### config.mk
export PLATFORM = sky130hd
export DESIGN_NAME = decoder_seq
export DESIGN_NICKNAME = d
export VERILOG_FILES = /design/src/rtl/decoder_seq_pkg.sv /design/src/rtl/decoder_seq_dwell_timer.sv /design/src/rtl/decoder_seq.sv
export SDC_FILE = /design/constraint.sdc
export NUM_CORES = 1
export LEC_CHECK = 0
export CAP_MARGIN = 20
export CELL_PAD_IN_SITES_DETAIL_PLACEMENT = 0
export CELL_PAD_IN_SITES_GLOBAL_PLACEMENT = 1
export CORE_MARGIN = 4
export CORE_UTILIZATION = 22
export DETAILED_ROUTE_END_ITERATION = 8
export GPL_ROUTABILITY_DRIVEN = 0
export PLACE_DENSITY_LB_ADDON = 0.1
export SETUP_SLACK_MARGIN = 0.1
export SLEW_MARGIN = 20
export SYNTH_ARGS = -nofsm -noshare
export SYNTH_HDL_FRONTEND = slang
export SYNTH_SLANG_ARGS = --single-unit
### constraint.sdc
create_clock -name clk -period 0.8 [get_ports clk]
set_input_delay 0.12 -clock clk [delete_from_list [all_inputs] [get_ports clk]]
set_output_delay 0.12 -clock clk [all_outputs]
set_load 0.03 [all_outputs]
### src/rtl/decoder_seq_pkg.sv
// decoder_seq_pkg: shared FSM state type and mode encodings
// for the decoder_seq block and its dwell timer.
package decoder_seq_pkg;

  typedef enum logic [1:0] {
    IDLE = 2'd0,
    HOLD = 2'd1,
    SCAN = 2'd2
  } state_e;

  localparam logic MODE_DIRECT = 1'b0;
  localparam logic MODE_SCAN   = 1'b1;

endpackage

### src/rtl/decoder_seq_dwell_timer.sv
// dwell_timer: DWELL-cycle down-counter, built with DECODER_SEQ_SCAN_EN.
// Ports: clk_i, rst_i (sync high), clr_i, load_i, run_i, expire_o.
`ifdef DECODER_SEQ_SCAN_EN
module dwell_timer #(
  parameter int DWELL = 4
) (
  input  logic clk_i,
  input  logic rst_i,
  input  logic clr_i,
  input  logic load_i,
  input  logic run_i,
  output logic expire_o
);

  localparam int CW = (DWELL > 1) ? $clog2(DWELL) : 1;
  localparam logic [CW-1:0] RELOAD = CW'(DWELL - 1);

  logic [CW-1:0] cnt_q;
  logic [CW-1:0] cnt_d;

  // Loading DWELL-1 and expiring at zero gives exactly
  // DWELL cycles between consecutive loads.
  always_comb begin
    cnt_d = cnt_q;
    if (clr_i) begin
      cnt_d = '0;
    end else if (load_i) begin
      cnt_d = RELOAD;
    end else if (run_i && (cnt_q != '0)) begin
      cnt_d = cnt_q - CW'(1);
    end
  end

  always_ff @(posedge clk_i) begin
    if (rst_i) begin
      cnt_q <= '0;
    end else begin
      cnt_q <= cnt_d;
    end
  end

  assign expire_o = (cnt_q == '0);

endmodule
`endif

### src/rtl/decoder_seq.sv
// decoder_seq: registered binary-to-one-hot decoder with sel handshake
// and an optional dwell scan mode, enabled by macro DECODER_SEQ_SCAN_EN.
// Ports: clk, rst (sync active-high), en, mode (0 direct / 1 scan),
//   sel, sel_valid, sel_ready (comb), d, d_valid, wrap (scan wrap
//   pulse), err (sticky out-of-range select flag).
module decoder_seq
  import decoder_seq_pkg::*;
#(
  parameter int SEL_W   = 3,
  parameter int NUM_OUT = 8,
  parameter int DWELL   = 4
) (
  input  logic               clk,
  input  logic               rst,
  input  logic               en,
  input  logic               mode,
  input  logic [SEL_W-1:0]   sel,
  input  logic               sel_valid,
  output logic               sel_ready,
  output logic [NUM_OUT-1:0] d,
  output logic               d_valid,
  output logic               wrap,
  output logic               err
);

  localparam logic [NUM_OUT-1:0] ONE = NUM_OUT'(1);

  state_e             state_q;
  logic [NUM_OUT-1:0] d_q;
  logic               d_valid_q;
  logic               wrap_q;
  logic               err_q;

  logic mode_eff;
  logic accept;
  logic in_range;
  logic acc_ok;
  logic acc_bad;

`ifdef DECODER_SEQ_SCAN_EN
  localparam logic [SEL_W-1:0] LAST = SEL_W'(NUM_OUT - 1);

  logic [SEL_W-1:0] idx_q;
  logic [SEL_W-1:0] idx_nxt;
  logic             in_scan;
  logic             scan_enter;
  logic             scan_exit;
  logic             scan_step;
  logic             last_idx;
  logic             tmr_clr;
  logic             tmr_load;
  logic             tmr_run;
  logic             tmr_expire;

  assign mode_eff   = (mode == MODE_SCAN);
  assign in_scan    = (state_q == SCAN);
  assign scan_enter = mode_eff & ~in_scan;
  assign scan_exit  = in_scan & ~mode_eff;
  assign scan_step  = in_scan & mode_eff & tmr_expire;

  // Wrap back to 0 at NUM_OUT-1 so indices >= NUM_OUT are never visited.
  assign last_idx = (idx_q == LAST);
  assign idx_nxt  = last_idx ? '0 : idx_q + SEL_W'(1);

  assign tmr_clr  = ~en | ~mode_eff;
  assign tmr_load = en & (scan_enter | scan_step);
  assign tmr_run  = en & in_scan & mode_eff;

  dwell_timer #(
    .DWELL (DWELL)
  ) u_dwell (
    .clk_i    (clk),
    .rst_i    (rst),
    .clr_i    (tmr_clr),
    .load_i   (tmr_load),
    .run_i    (tmr_run),
    .expire_o (tmr_expire)
  );
`else
  // Scan not built: mode is ignored.
  logic mode_unused;
  assign mode_unused = mode;
  assign mode_eff    = MODE_DIRECT;
`endif

  assign sel_ready = en & ~mode_eff & (state_q != SCAN);
  assign accept    = sel_valid & sel_ready;
  assign in_range  = int'(sel) < NUM_OUT;
  assign acc_ok    = accept & in_range;
  assign acc_bad   = accept & ~in_range;

  // rst and en low share one path: both abort everything,
  // clear err and suppress any pending wrap pulse.
  always_ff @(posedge clk) begin
    if (rst || !en) begin
      state_q   <= IDLE;
      d_q       <= '0;
      d_valid_q <= 1'b0;
      wrap_q    <= 1'b0;
      err_q     <= 1'b0;
`ifdef DECODER_SEQ_SCAN_EN
      idx_q     <= '0;
`endif
    end else begin
      wrap_q <= 1'b0;
      unique case (1'b1)
`ifdef DECODER_SEQ_SCAN_EN
        scan_enter: begin
          state_q   <= SCAN;
          idx_q     <= '0;
          d_q       <= ONE;
          d_valid_q <= 1'b1;
        end
        scan_exit: begin
          state_q   <= IDLE;
          d_q       <= '0;
          d_valid_q <= 1'b0;
        end
        scan_step: begin
          idx_q  <= idx_nxt;
          d_q    <= ONE << idx_nxt;
          wrap_q <= last_idx;
        end
`endif
        acc_ok: begin
          state_q   <= HOLD;
          d_q       <= ONE << sel;
          d_valid_q <= 1'b1;
        end
        acc_bad: begin
          state_q   <= IDLE;
          d_q       <= '0;
          d_valid_q <= 1'b0;
          err_q     <= 1'b1;
        end
        default: ;
      endcase
    end
  end

  assign d       = d_q;
  assign d_valid = d_valid_q;
  assign wrap    = wrap_q;
  assign err     = err_q;

endmodule

== After elaboration in Yosys (flattened, before gate mapping) ==
Cells that the tools add are included.
Operators by class
  shifts and indexed selects: 1
  bitwise gates (word level): 1
  reduce and logical (&&, ||, !) cells: 2
Operators with widths (number)
  left shift 1 x 3 -> 8 bit (first input constant): 1
  bitwise AND 1 bit: 1
  logical NOT 1 bit: 1
  logical OR 1 bit: 1
Storage, ports and cells
  register bits after elaboration: 9
  input bits: 8
  output and inout port bits: 12
  logic and storage cells: 6

== Longest topological paths before layout ==
Gate-level depths: netlist of the first run.
  depth after elaboration: 2
  depth in mapped cells: 2
  mapped depth without buffers: 2

== Worst setup path after synthesis of the first run ==
OpenSTA, ideal clock, no wires.
  kind: reg-to-reg
  from: register, netlist name d_valid
  to: register d_valid_q (netlist: d_valid)
  library setup time: 0.080 ns
  arrival time: 0.710 ns
  data required time: 0.720 ns
  slack: 0.010 ns
  cell stages (with the launch flop): 3
  path buffers: 0
  period minus slack after synthesis: 0.790 ns
  cell sequence: dfxtp_1 nor2_1 nor3b_1
RTL lines
  end signal: assignment: RTL line decoder_seq.sv:98  | d_valid_q <= 1'b0;
  end signal: assignment: RTL line decoder_seq.sv:128  | d_valid_q <= 1'b1;
  end signal: assignment: RTL line decoder_seq.sv:133  | d_valid_q <= 1'b0;
  end: declaration: RTL line decoder_seq.sv:30  | logic d_valid_q;

== Final worst setup path of the first run ==
  from: register d_q[1] (netlist: d[1])
  to: output port d[1]
RTL lines
  start: declaration: RTL line decoder_seq.sv:29  | logic [NUM_OUT-1:0] d_q;
  start signal: assignment: RTL line decoder_seq.sv:127  | d_q <= ONE << sel;
  end: declaration: RTL line decoder_seq.sv:20  | output logic [NUM_OUT-1:0] d,
No word-level cell between the ends.

==> impl_metrics.ini, run 1 <==
[grt]
grt_max_degree = 9
grt_antenna_before_repair = 0
overflow = 0
grt_use_total_pct = 8.079
grt_pass1_vias = 293
grt_pass1_wl_um = 1207

[synthesis]
syn_area_um2 = 345.3
synth_area_leaders = dfxtp_1, a32o_1, buf_4
synth_mux_area_share_pct = 0
yosysSeqAreaShare_pct = 52.17
synthSimpleGateAreaFrac_pct = 14.86
syn-instance-count = 29
async_flop_share_pct = 0
synth_area_per_cell_um2 = 11.91
yosysUniqueCellTypes = 11
yosysWarnings = 0
synthAdderAreaFrac_pct = 0
yosys_register_bits = 9
synth_top_area_share_pct = 52.17
synth_top_family_by_area = compound AO/OA/AOI/OAI gates
synthXorXnorAreaFrac_pct = 0
synth_commonest_cells = dfxtp_1, a32o_1, buf_4
synth_compound_gate_area_share_pct = 23.19
synth.largest_area_cell = dfxtp_1
synth_edf_count = 0
synth_flop_cell = dfxtp_1
synth.most_common_cell = dfxtp_1

[finish]
diodes = 0
final-seq-area_um2 = 193.9
stdcell_area_um2 = 554.3
fin_util_pct = 37.23
drive_gt1_share_pct = 64.58
syn_to_final_growth_pct = 60.51
fin_nets = 57
multiInputGateArea_um2 = 145.1
fillers = 153

[outcome]
violations = setup timing
status = finished with violations

[power_and_ir_drop]
p_int_mw = 0.6909
power_frac_clock_pct = 36.9
pwr-share-comb_pct = 12.6
p_leak_nw = 0.2429
total_power_mw = 0.9098
power.switching_mw = 0.2189
peakVddDrop_uv = 739.2
power.share.switching_pct = 24.06
seqPwrFrac_pct = 50.4
power_density_nw_per_um2 = 1641

[run]
maxCapViolCount = 0

[min_path]
hold_class = in -> reg

[timing]
max_freq_mhz = 1187
clock_skew_ns = 0
finalSetupTns_ns = -0.2907
fin_crit_sh_pct = 105.3
finalSetupViolations = 9
setup_ws_ns = -0.04214
post-route-min-period_ns = 0.8421
hold_viol = 0
rsz0062_at_grt = yes
drv_slew = 0

[setup_path]
path_cells = buf_6
rrSetupSlack_ns = 0.06
slowest_delay_ns = 0.34
arrival_ns = 0.72
slowest_stage = dfxtp_4
cp_max_fo = 2
worstSetupPathType = reg -> out
worst-path-buf-inv = 1
cp-start-kind = flop
crit_required_ns = 0.68
cp-end-kind = output pin
crit_family = flip-flops

[floorplanning]
rows = 14
die_h_um = 47.62
die_width_um = 47.62
io_pins = 20
die-area_um2 = 2268
core_um2 = 1489
start_util_pct = 23.19

[placed_design]
dp_slack_ns = -0.5355
placedInstanceArea_um2 = 509.2
dp_hpwl_um = 633.4
portBuffers = 16

[clock_tree]
cts-htree-levels = 1
cts_hold_buf = 0
cts_made_buffers = 3
clock_path_buffers = 2
cts.clk_slew.worst_paths_ns = 0.06
cts_sinks = 9
cts_tree = built
root_buffer = clkbuf_4
insertion_delay_ns = 0.25

[routing]
vias_per_cell = 4.750
vias = 304
wl_um = 798
first_pass_iters = 4
wire_per_inst_um = 12.47
ant_nets = 0
drc = 0
drt-initial-drc-count = 3
-- layer usage --
| layer | part of all wire [%] | GRT usage, % | vias to the layer above | wire, um |
|---|---|---|---|---|
| met3 | 13 | 3.383 | 2 | 105 |
| met2 | 44 | 12.30 | 14 | 354 |
| li1 | - | - | 148 | - |
| met1 | 41 | 8.744 | 140 | 330 |
| met5 | 0 | 0 | - | 0 |
| met4 | 1.0 | 6.452 | 0 | 8 |
-- layout make-up --
class	count	share of cell area [%]
repair buffers	17	29.12
inverters	2	1.354
multi-input cells	16	26.19
flip-flops and latches	9	34.99
well taps	16	3.612
clock buffers	4	4.740
-- through the flow --
stage          instances  hold slack [ns]
2_1_floorplan         30           0.1887
3_3_place_gp          60           0.4467
3_5_place_dp          60           0.4509
4_1_cts               64          0.08690
5_1_grt               64           0.1008
6_report              64          0.08777
-- worst paths after layout --
check / start / end / depth (start not counted)
worst min register to register: d[7]$_SDFFE_PP0P_ / d[7]$_SDFFE_PP0P_ / 1
worst max register to register: d[6]$_SDFFE_PP0P_ / d[6]$_SDFFE_PP0P_ / 2
worst max-delay path: d[1]$_SDFFE_PP0P_ / d[1] / 1
worst min-delay path: rst / d_valid$_SDFFE_PP0P_ / 2
-- kinds of logic (layout without fill, tap and decap cells) --
kind of cell	count (synthesis)	in the layout
buffers and inverters	5	23
DFF	9	9
AOI/OAI and AO/OA	8	8
and+or+nand+nor	6	6
other	1	2
-- power by group through the flow --
| stage | sequential, mW | clock (mW) | combinational (mW) |
|---|---|---|---|
| 2_1_floorplan | 0.482 | 0 | 0.0550 |
| 3_3_place_gp | 0.467 | 0 | 0.125 |
| 3_5_place_dp | 0.467 | 0 | 0.126 |
| 4_1_cts | 0.459 | 0.353 | 0.119 |
| 5_1_grt | 0.459 | 0.387 | 0.123 |
| 6_report | 0.459 | 0.336 | 0.115 |
-- sequential cells by signal (all words and copies together), names as in the netlist --
signal	count
d	8
d_valid	1
-- placed cells by master (no fill, tap or decap), drive strengths merged --
cell and n:
dfxtp 9, and4b 1, a32o 6, dlygate4sd2 3
inv 2, a22o 2, conb 2, buf 14
nor2 2, and4bb 1, clkbuf 4, nor3b 2
-- timing repair --
action	CTS	global route
endpoints found under the setup margin	19	13
setup buffers	1	0
resized for setup	22	3
pin swaps	4	4
Note: power is estimated with default switching activity, not from simulation.
==> inputs of run 2 (changes only) <==
--- a/config.mk
+++ b/config.mk
@@ -12,7 +12,7 @@
 export CORE_UTILIZATION = 22
 export DETAILED_ROUTE_END_ITERATION = 8
 export GPL_ROUTABILITY_DRIVEN = 0
-export PLACE_DENSITY_LB_ADDON = 0.1
+export PLACE_DENSITY = 0.64
 export SETUP_SLACK_MARGIN = 0.1
 export SLEW_MARGIN = 20
 export SYNTH_ARGS = -nofsm -noshare
==> impl_metrics.ini, run 2 (synthesis gave the netlist of run 1 again) <==
[setup_path]
crit_family = flip-flops
rrSetupSlack_ns = 0.02
arrival_ns = 0.73
slowest_stage = dfxtp_4
path_cells = buf_6
cp_max_fo = 2
slowest_delay_ns = 0.34
crit_required_ns = 0.68
worstSetupPathType = reg -> out
cp-end-kind = output pin
cp-start-kind = flop
worst-path-buf-inv = 1

[floorplanning]
io_pins = 20
rows = 14
start_util_pct = 23.19
core_um2 = 1489
die_h_um = 47.62
die-area_um2 = 2268
die_width_um = 47.62

[power_and_ir_drop]
power_density_nw_per_um2 = 1593
peakVddDrop_uv = 731.2
p_leak_nw = 0.2663

[routing]
drc = 0
first_pass_iters = 4
ant_nets = 0
wire_per_inst_um = 12.60
vias = 313
wl_um = 844
vias_per_cell = 4.672
drt-initial-drc-count = 6

[timing]
fin_crit_sh_pct = 106.8
hold_viol = 0
finalSetupViolations = 9
hold_ws_ns = 0.08723
clock_skew_ns = 0
max_freq_mhz = 1170
rsz0062_at_grt = yes
finalSetupTns_ns = -0.3825
setup_ws_ns = -0.05468
post-route-min-period_ns = 0.8547
drv_slew = 0

[finish]
stdcell_area_um2 = 588.1
final_cell_mix = buf_6, dfxtp_2, a32o_1
final_common_cell = buf_6
syn_to_final_growth_pct = 70.29
diodes = 0
largest_register_ffs = 8
fin_util_pct = 39.50
drive_gt1_share_pct = 66.67
fin_nets = 60

[clock_tree]
cts_tree = built
cts-htree-levels = 1
cts_sinks = 9
cts_hold_buf = 0
clock_path_buffers = 2
cts.clk_slew.worst_paths_ns = 0.06
root_buffer = clkbuf_4
cts_made_buffers = 3
insertion_delay_ns = 0.26

[grt]
grt_pass1_vias = 284
grt_pass1_wl_um = 1235
grt_use_total_pct = 8.619
grt_antenna_before_repair = 0
grt_max_degree = 9
overflow = 0

[placed_design]
dp_hpwl_um = 660.8
portBuffers = 16
dp_slack_ns = -0.5606
placedInstanceArea_um2 = 516.7

[min_path]
hold_class = in -> reg

[outcome]
status = finished with violations
violations = setup timing

[run]
maxCapViolCount = 0
run 2: power by group:
part	internal (mW)	switching, mW	total, mW
logic	0.0544	0.0721	0.126
clock network	0.192	0.160	0.352
registers	0.454	0.00501	0.459
run 2: stage by stage:
step / power [mW] / std cells
after floorplan: 0.5368 / 30
final: 0.9370 / 67
after global placement: 0.5940 / 61
after global routing: 1.000 / 67
after CTS: 0.9520 / 66
after detailed placement: 0.5970 / 61
run 2: path summary, 6_finish.rpt:
check                    startpoint                   end  depth (start not counted)
setup / recovery  d[1]$_SDFFE_PP0P_                  d[1]                          1
hold / removal                  rst  d_valid$_SDFFE_PP0P_                          2
setup reg to reg  d[0]$_SDFFE_PP0P_     d[0]$_SDFFE_PP0P_                          2
hold reg to reg   d[7]$_SDFFE_PP0P_     d[7]$_SDFFE_PP0P_                          1
run 2: layer usage:
metal	up-vias	wire length [um]	global-route usage [%]
met5	-	0	0
met1	142	312	9.213
met4	0	26	8.065
met2	15	407	12.57
met3	4	98	3.759
li1	152	-	-
run 2: final cells by class:
class	count	area, um2
Fill cell	156	900.9
Sequential cell	9	193.9
Timing Repair Buffer	20	187.7
Multi-Input combinational cell	16	152.6
Clock buffer	4	26.28
Tap cell	16	20.02
Inverter	2	7.507
run 2: timing repair:
item | in CTS | in global routing
endpoints found under the setup margin | 19 | 12
pin swaps | 4 | 4
setup buffers | 2 | 1
resized for setup | 26 | 1
